File: src/rtl/spi_pwm_core.sv
// spi_pwm_core: complementary, dead-time-protected PWM generator fed from the
// SPI register bank (ctrl, period, duty). The configuration is double-buffered
// and committed only at period boundaries, so SPI writes cannot glitch a pulse.
//
// Ports
//   clk           system clock, rising edge
//   rst_n         asynchronous active-low reset
//   ctrl_i        [0] enable, [1] polarity invert, [3:2] dead time, [7:4] prescale
//   period_i      period value N (period is N+1 ticks)
//   duty_i        high-side on-time D in ticks
//   pwm_o         high-side pin (registered)
//   pwm_n_o       low-side pin (registered)
//   period_done_o one-clk pulse on the first clk of each new period
//   cnt_o         current period counter
module spi_pwm_core #(
  parameter int unsigned WIDTH = 8
) (
  input  logic             clk,
  input  logic             rst_n,
  input  logic [7:0]       ctrl_i,
  input  logic [WIDTH-1:0] period_i,
  input  logic [WIDTH-1:0] duty_i,
  output logic             pwm_o,
  output logic             pwm_n_o,
  output logic             period_done_o,
  output logic [WIDTH-1:0] cnt_o
);

  // Shadow (active) configuration
  logic             en_sh_q, en_sh_d;
  logic             pol_sh_q, pol_sh_d;
  logic [1:0]       dt_sh_q, dt_sh_d;
  logic [3:0]       presc_sh_q, presc_sh_d;
  logic [WIDTH-1:0] period_sh_q, period_sh_d;
  logic [WIDTH-1:0] duty_sh_q, duty_sh_d;

  // Timebase
  logic [3:0]       presc_cnt_q, presc_cnt_d;
  logic [WIDTH-1:0] cnt_q, cnt_d;
  logic             done_q, done_d;

  // Output stage
  logic             raw_q, raw_d;
  logic             raw_vld_q, raw_vld_d;  // raw_q reflects a real enabled-period compare
  logic             tgt_q, tgt_d;          // state the output stage is currently driving toward
  logic             tgt_vld_q, tgt_vld_d;  // clear until the first state after enable is taken
  logic [1:0]       dt_cnt_q, dt_cnt_d;
  logic             hi_q, hi_d;
  logic             lo_q, lo_d;
  logic             pwm_q, pwm_d;
  logic             pwm_n_q, pwm_n_d;

  logic tick, wrap, load_sh, raw;

  assign tick    = en_sh_q && (presc_cnt_q == presc_sh_q);
  assign wrap    = tick && (cnt_q == period_sh_q);
  assign load_sh = !en_sh_q || wrap;
  assign raw     = (cnt_q < duty_sh_q);

  always_comb begin
    // Enabled: stays set unless ctrl_i[0] drops; disabled: follows ctrl_i[0].
    // Both cases reduce to tracking ctrl_i[0] directly.
    en_sh_d     = ctrl_i[0];
    pol_sh_d    = pol_sh_q;
    dt_sh_d     = dt_sh_q;
    presc_sh_d  = presc_sh_q;
    period_sh_d = period_sh_q;
    duty_sh_d   = duty_sh_q;
    if (load_sh) begin
      pol_sh_d    = ctrl_i[1];
      dt_sh_d     = ctrl_i[3:2];
      presc_sh_d  = ctrl_i[7:4];
      period_sh_d = period_i;
      duty_sh_d   = duty_i;
    end
  end

  always_comb begin
    presc_cnt_d = presc_cnt_q;
    cnt_d       = cnt_q;
    done_d      = wrap;
    if (!en_sh_q) begin
      presc_cnt_d = '0;
      cnt_d       = '0;
    end else if (tick) begin
      presc_cnt_d = '0;
      cnt_d       = wrap ? '0 : cnt_q + WIDTH'(1);
    end else begin
      presc_cnt_d = presc_cnt_q + 4'd1;
    end
  end

  always_comb begin
    raw_d     = en_sh_q ? raw : 1'b0;
    raw_vld_d = en_sh_q;
    tgt_d     = tgt_q;
    tgt_vld_d = tgt_vld_q;
    dt_cnt_d  = dt_cnt_q;
    hi_d      = hi_q;
    lo_d      = lo_q;
    if (!en_sh_q || !raw_vld_q) begin
      tgt_d     = 1'b0;
      tgt_vld_d = 1'b0;
      dt_cnt_d  = '0;
      hi_d      = 1'b0;
      lo_d      = 1'b0;
    end else begin
      tgt_d     = raw_q;
      tgt_vld_d = 1'b1;
      if (!tgt_vld_q || (raw_q != tgt_q)) begin
        // New state (or first state after enable): break before make.
        if (dt_sh_q == 2'd0) begin
          hi_d     = raw_q;
          lo_d     = ~raw_q;
          dt_cnt_d = '0;
        end else begin
          hi_d     = 1'b0;
          lo_d     = 1'b0;
          dt_cnt_d = dt_sh_q;
        end
      end else if (dt_cnt_q != 2'd0) begin
        dt_cnt_d = dt_cnt_q - 2'd1;
        if (dt_cnt_q == 2'd1) begin
          hi_d = raw_q;
          lo_d = ~raw_q;
        end
      end
    end
    // Pins are flopped from the same next-state values so they track hi/lo and pol exactly.
    pwm_d   = hi_d ^ pol_sh_d;
    pwm_n_d = lo_d ^ pol_sh_d;
  end

  always_ff @(posedge clk or negedge rst_n) begin
    if (!rst_n) begin
      en_sh_q     <= 1'b0;
      pol_sh_q    <= 1'b0;
      dt_sh_q     <= '0;
      presc_sh_q  <= '0;
      period_sh_q <= '0;
      duty_sh_q   <= '0;
      presc_cnt_q <= '0;
      cnt_q       <= '0;
      done_q      <= 1'b0;
      raw_q       <= 1'b0;
      raw_vld_q   <= 1'b0;
      tgt_q       <= 1'b0;
      tgt_vld_q   <= 1'b0;
      dt_cnt_q    <= '0;
      hi_q        <= 1'b0;
      lo_q        <= 1'b0;
      pwm_q       <= 1'b0;
      pwm_n_q     <= 1'b0;
    end else begin
      en_sh_q     <= en_sh_d;
      pol_sh_q    <= pol_sh_d;
      dt_sh_q     <= dt_sh_d;
      presc_sh_q  <= presc_sh_d;
      period_sh_q <= period_sh_d;
      duty_sh_q   <= duty_sh_d;
      presc_cnt_q <= presc_cnt_d;
      cnt_q       <= cnt_d;
      done_q      <= done_d;
      raw_q       <= raw_d;
      raw_vld_q   <= raw_vld_d;
      tgt_q       <= tgt_d;
      tgt_vld_q   <= tgt_vld_d;
      dt_cnt_q    <= dt_cnt_d;
      hi_q        <= hi_d;
      lo_q        <= lo_d;
      pwm_q       <= pwm_d;
      pwm_n_q     <= pwm_n_d;
    end
  end

  assign pwm_o         = pwm_q;
  assign pwm_n_o       = pwm_n_q;
  assign period_done_o = done_q;
  assign cnt_o         = cnt_q;

endmodule

File: config.mk
export PLATFORM = sky130hd
export DESIGN_NAME = spi_pwm_core
export DESIGN_NICKNAME = d
export VERILOG_FILES = /design/src/rtl/spi_pwm_core.sv
export SDC_FILE = /design/constraint.sdc
export NUM_CORES = 1
export LEC_CHECK = 0
export CAP_MARGIN = 20
export CORE_ASPECT_RATIO = 2
export CORE_MARGIN = 2
export CORE_UTILIZATION = 43
export CTS_CLUSTER_DIAMETER = 30
export DETAILED_ROUTE_END_ITERATION = 6
export DONT_BUFFER_PORTS = 1
export GPL_ROUTABILITY_DRIVEN = 1
export PLACE_DENSITY = 0.68
export SLEW_MARGIN = 20
export SYNTH_ARGS = -nofsm -noshare
export SYNTH_HDL_FRONTEND = slang
export SYNTH_SLANG_ARGS = --single-unit
File: constraint.sdc
create_clock -name clk -period 4.01 [get_ports clk]
set_input_delay 1.0025 -clock clk [delete_from_list [all_inputs] [get_ports clk]]
set_output_delay 1.0025 -clock clk [all_outputs]
set_load 0.005 [all_outputs]
==> results.json <==
{
  "syn_inst": 202,
  "drt-total-wl_um": 4390,
  "cts.sinks": 47,
  "cts_tree": "yes",
  "fin_nets": 241,
  "cp-start-kind": "flip-flop",
  "drive_gt1_share_pct": 8.29,
  "synth_top_family_by_area": "simple AND/OR/NAND/NOR gates",
  "p_int_mw": 0.683,
  "skew_ns": 0.00349,
  "seq_area_um2": 1180,
  "die_x_um": 55.7,
  "diodes": 0,
  "r2r_setup_slack_ns": 1.26,
  "clock_latency_ns": 0.30,
  "timing.slew.headroom_pct": 57.3,
  "core-area_um2": 5140,
  "crit_chain": "xnor2_1, nand4_4, nor4_4, nand2b_1, buf_4, mux2_1",
  "cp_num_buf_inv": 1,
  "outcome": "complete, no violations",
  "min_path_type": "primary input to async pin",
  "cellLeakagePower_nw": 1.10,
  "synth.yosys.seq_area_share_pct": 51.2,
  "m1WireLength_um": 1640,
  "fin_setup_tns_ns": 0,
  "rsz0062_at_grt": "no",
  "crit_family": "simple AND/OR/NAND/NOR gates",
  "reg2reg_depth": 6,
  "cts_root_buffer": "clkbuf_8",
  "cp_max_fo": 24,
  "syn_area_per_cell_um2": 11.4,
  "cts_buffers": 5,
  "finalPower_mw": 0.915,
  "slowest_stage": "nand2b_1",
  "crit_path_end_kind": "flip-flop",
  "gp_congestion": 0.786,
  "power.density_nw_per_um2": 378,
  "grt_max_degree": 48,
  "final_antenna_net_count": 0,
  "grt_pass1_wl_um": 7260,
  "setup_viol": 0,
  "muxShareOfSynthArea_pct": 9.43,
  "antenna_found_initial": 0,
  "tightest_slew_ns": 0.640,
  "yosys_register_bits": 47,
  "fp-row-count": 37,
  "net-switching-power_mw": 0.232,
  "grt_pass1_vias": 1497,
  "synth_edf_count": 0,
  "clock.fmax_ghz": 0.363,
  "pin_count": 37,
  "maxCapViolations": 0,
  "wire_per_inst_um": 16.7,
  "power_frac_clock_pct": 29.9,
  "wl_met3_um": 180,
  "syn-cell-area_um2": 2300,
  "syn_to_final_growth_pct": 5.45,
  "cts_hold_buf": 0,
  "overflow": 0,
  "multiInputGateArea_um2": 1040,
  "start_util_pct": 44.7,
  "htreeDepth": 2,
  "cts_resized": 0,
  "critical-path-max-stage-delay_ns": 0.58,
  "wl_met2_um": 2420,
  "die_height_um": 107,
  "clk_pin_slew_ns": 0.08,
  "routed-via-count": 1398,
  "drv_slew": 0,
  "timing.hold.ws_ns": 0.385,
  "min_period_over_period_pct": 68.6,
  "cp_data_required_time_ns": 4.20,
  "synthDistinctLibCells": 38,
  "nFillCells": 486,
  "arrival_ns": 2.94,
  "die_area_um2": 5980,
  "firstDrtPassIters": 4,
  "p_comb_share_pct": 11.4,
  "vias_per_cell": 5.32,
  "top_layer": "met4",
  "fin_crit_ns": 2.75,
  "track_usage_pct": 16.3,
  "dp_hpwl_um": 3240,
  "portBuffers": 0,
  "r2r-end": "period_sh_q[3]",
  "synth_compound_area_share_pct": 6.92,
  "synth-adder-area-share_pct": 5.99,
  "netSwitchingFraction_pct": 25.3,
  "pwr-share-seq_pct": 58.6,
  "synth_xor_area_share_pct": 9.75,
  "synth_flop_cell": "dfrtp_1",
  "syn_nets": 239,
  "drt_first_iter_violations": 24,
  "async_flop_share_pct": 100,
  "synthSimpleGateAreaFrac_pct": 13.1,
  "cts_buffer_depth": 2,
  "drcViolationCount": 0,
  "post_cts_buffers": 0,
  "critPathKind": "flip-flop to flip-flop",
  "crit_start": "presc_cnt_q[1]",
  "r2r_start": "presc_cnt_q[1]",
  "ys_warn_count": 0,
  "irDropWorstVdd_mv": 0.297,
  "hold_violations": 0
}
-- sequential cells by signal, summed over array words and instances, names as in the netlist --
signal         count
dt_sh_q            2
pol_sh_q           1
tgt_vld_q          1
presc_sh_q         4
raw_vld_q          1
raw_q              1
pwm_o              1
period_sh_q        8
cnt_o              8
presc_cnt_q        4
pwm_n_o            1
duty_sh_q          8
en_sh_q            1
period_done_o      1
lo_q               1
hi_q               1
dt_cnt_q           2
tgt_q              1
-- synth_stat cells (all sizes together), types with 3 or more instances --
cell type,instances,area (um2)
inv,12,45.0
nand4,8,65.1
xnor2,14,145
and3,3,18.8
nor2,17,63.8
nand2b,3,18.8
mux2,18,206
dfrtp,47,1180
xor2,9,78.8
o21ai,9,45.0
buf,4,28.8
ha,11,138
a21oi,6,30.0
nand2,19,71.3
-- layout make-up --
| class | instances | area share, % |
|---|---|---|
| tap | 58 | 3.00 |
| multi-input combinational | 137 | 42.9 |
| inverter | 12 | 1.86 |
| sequential | 47 | 48.6 |
| clock inverter | 1 | 0.207 |
| timing repair buffer | 1 | 0.310 |
| clock buffer | 7 | 3.15 |
-- routing by layer --
layer	GRT usage, %	vias to the layer above
met4	9.93	0
met3	4.21	8
li1	-	683
met5	0	-
met1	16.8	681
met2	28.7	26
-- placed cells by master, fill, tap and decap left out, types with 4 or more instances in the layout --
| cell type | count |
|---|---|
| dfrtp_1 | 47 |
| nand2_1 | 19 |
| nor2_1 | 17 |
| mux2_1 | 14 |
| inv_1 | 12 |
| xnor2_1 | 11 |
| ha_1 | 11 |
| xor2_1 | 9 |
| nand4_1 | 7 |
| a21oi_1 | 6 |
| o21ai_0 | 5 |
| clkbuf_8 | 5 |
| o21ai_1 | 4 |
-- how the worst max path moves through the flow --
stage / to / cells past startpoint
floorplan: dt_sh_q[0] / 7
global placement: period_sh_q[0] / 6
detailed placement: period_sh_q[3] / 6
CTS: period_sh_q[0] / 6
global route: period_sh_q[0] / 6
finish: period_sh_q[3] / 6
-- worst reg2reg max path, stage by stage, from the launching register on --
cell,delay (ns)
dfrtp_1,0.42
xnor2_1,0.24
nand4_4,0.19
nor4_4,0.46
nand2b_1,0.58
buf_4,0.38
mux2_1,0.36
-- power by group through the flow --
stage	combinational (mW)	clock (mW)	sequential, mW
global route	0.117	0.300	0.542
detailed placement	0.105	0	0.547
CTS	0.106	0.282	0.537
finish	0.105	0.274	0.537
floorplan	0.0934	0	0.537
global placement	0.103	0	0.545
-- metrics by stage --
step	setup WS, ns	cell area (um2)	utilization (%)	cells
after floorplan	1.96	2300	-	202
after global placement	1.30	2340	45.5	255
after global routing	1.03	2420	47.1	263
final	1.26	2420	47.1	263
after CTS	1.22	2420	47.1	263
after detailed placement	1.24	2340	45.5	255
-- logic make-up after synthesis --
family,count (synthesis)
AO/OA/AOI/OAI,26
XOR/XNOR,23
buffers and inverters,18
flip-flops,47
adder cells (fa/ha/maj),11
AND/OR/NAND/NOR,58
multiplexers,19
Note: power is estimated with default switching activity, not from simulation.
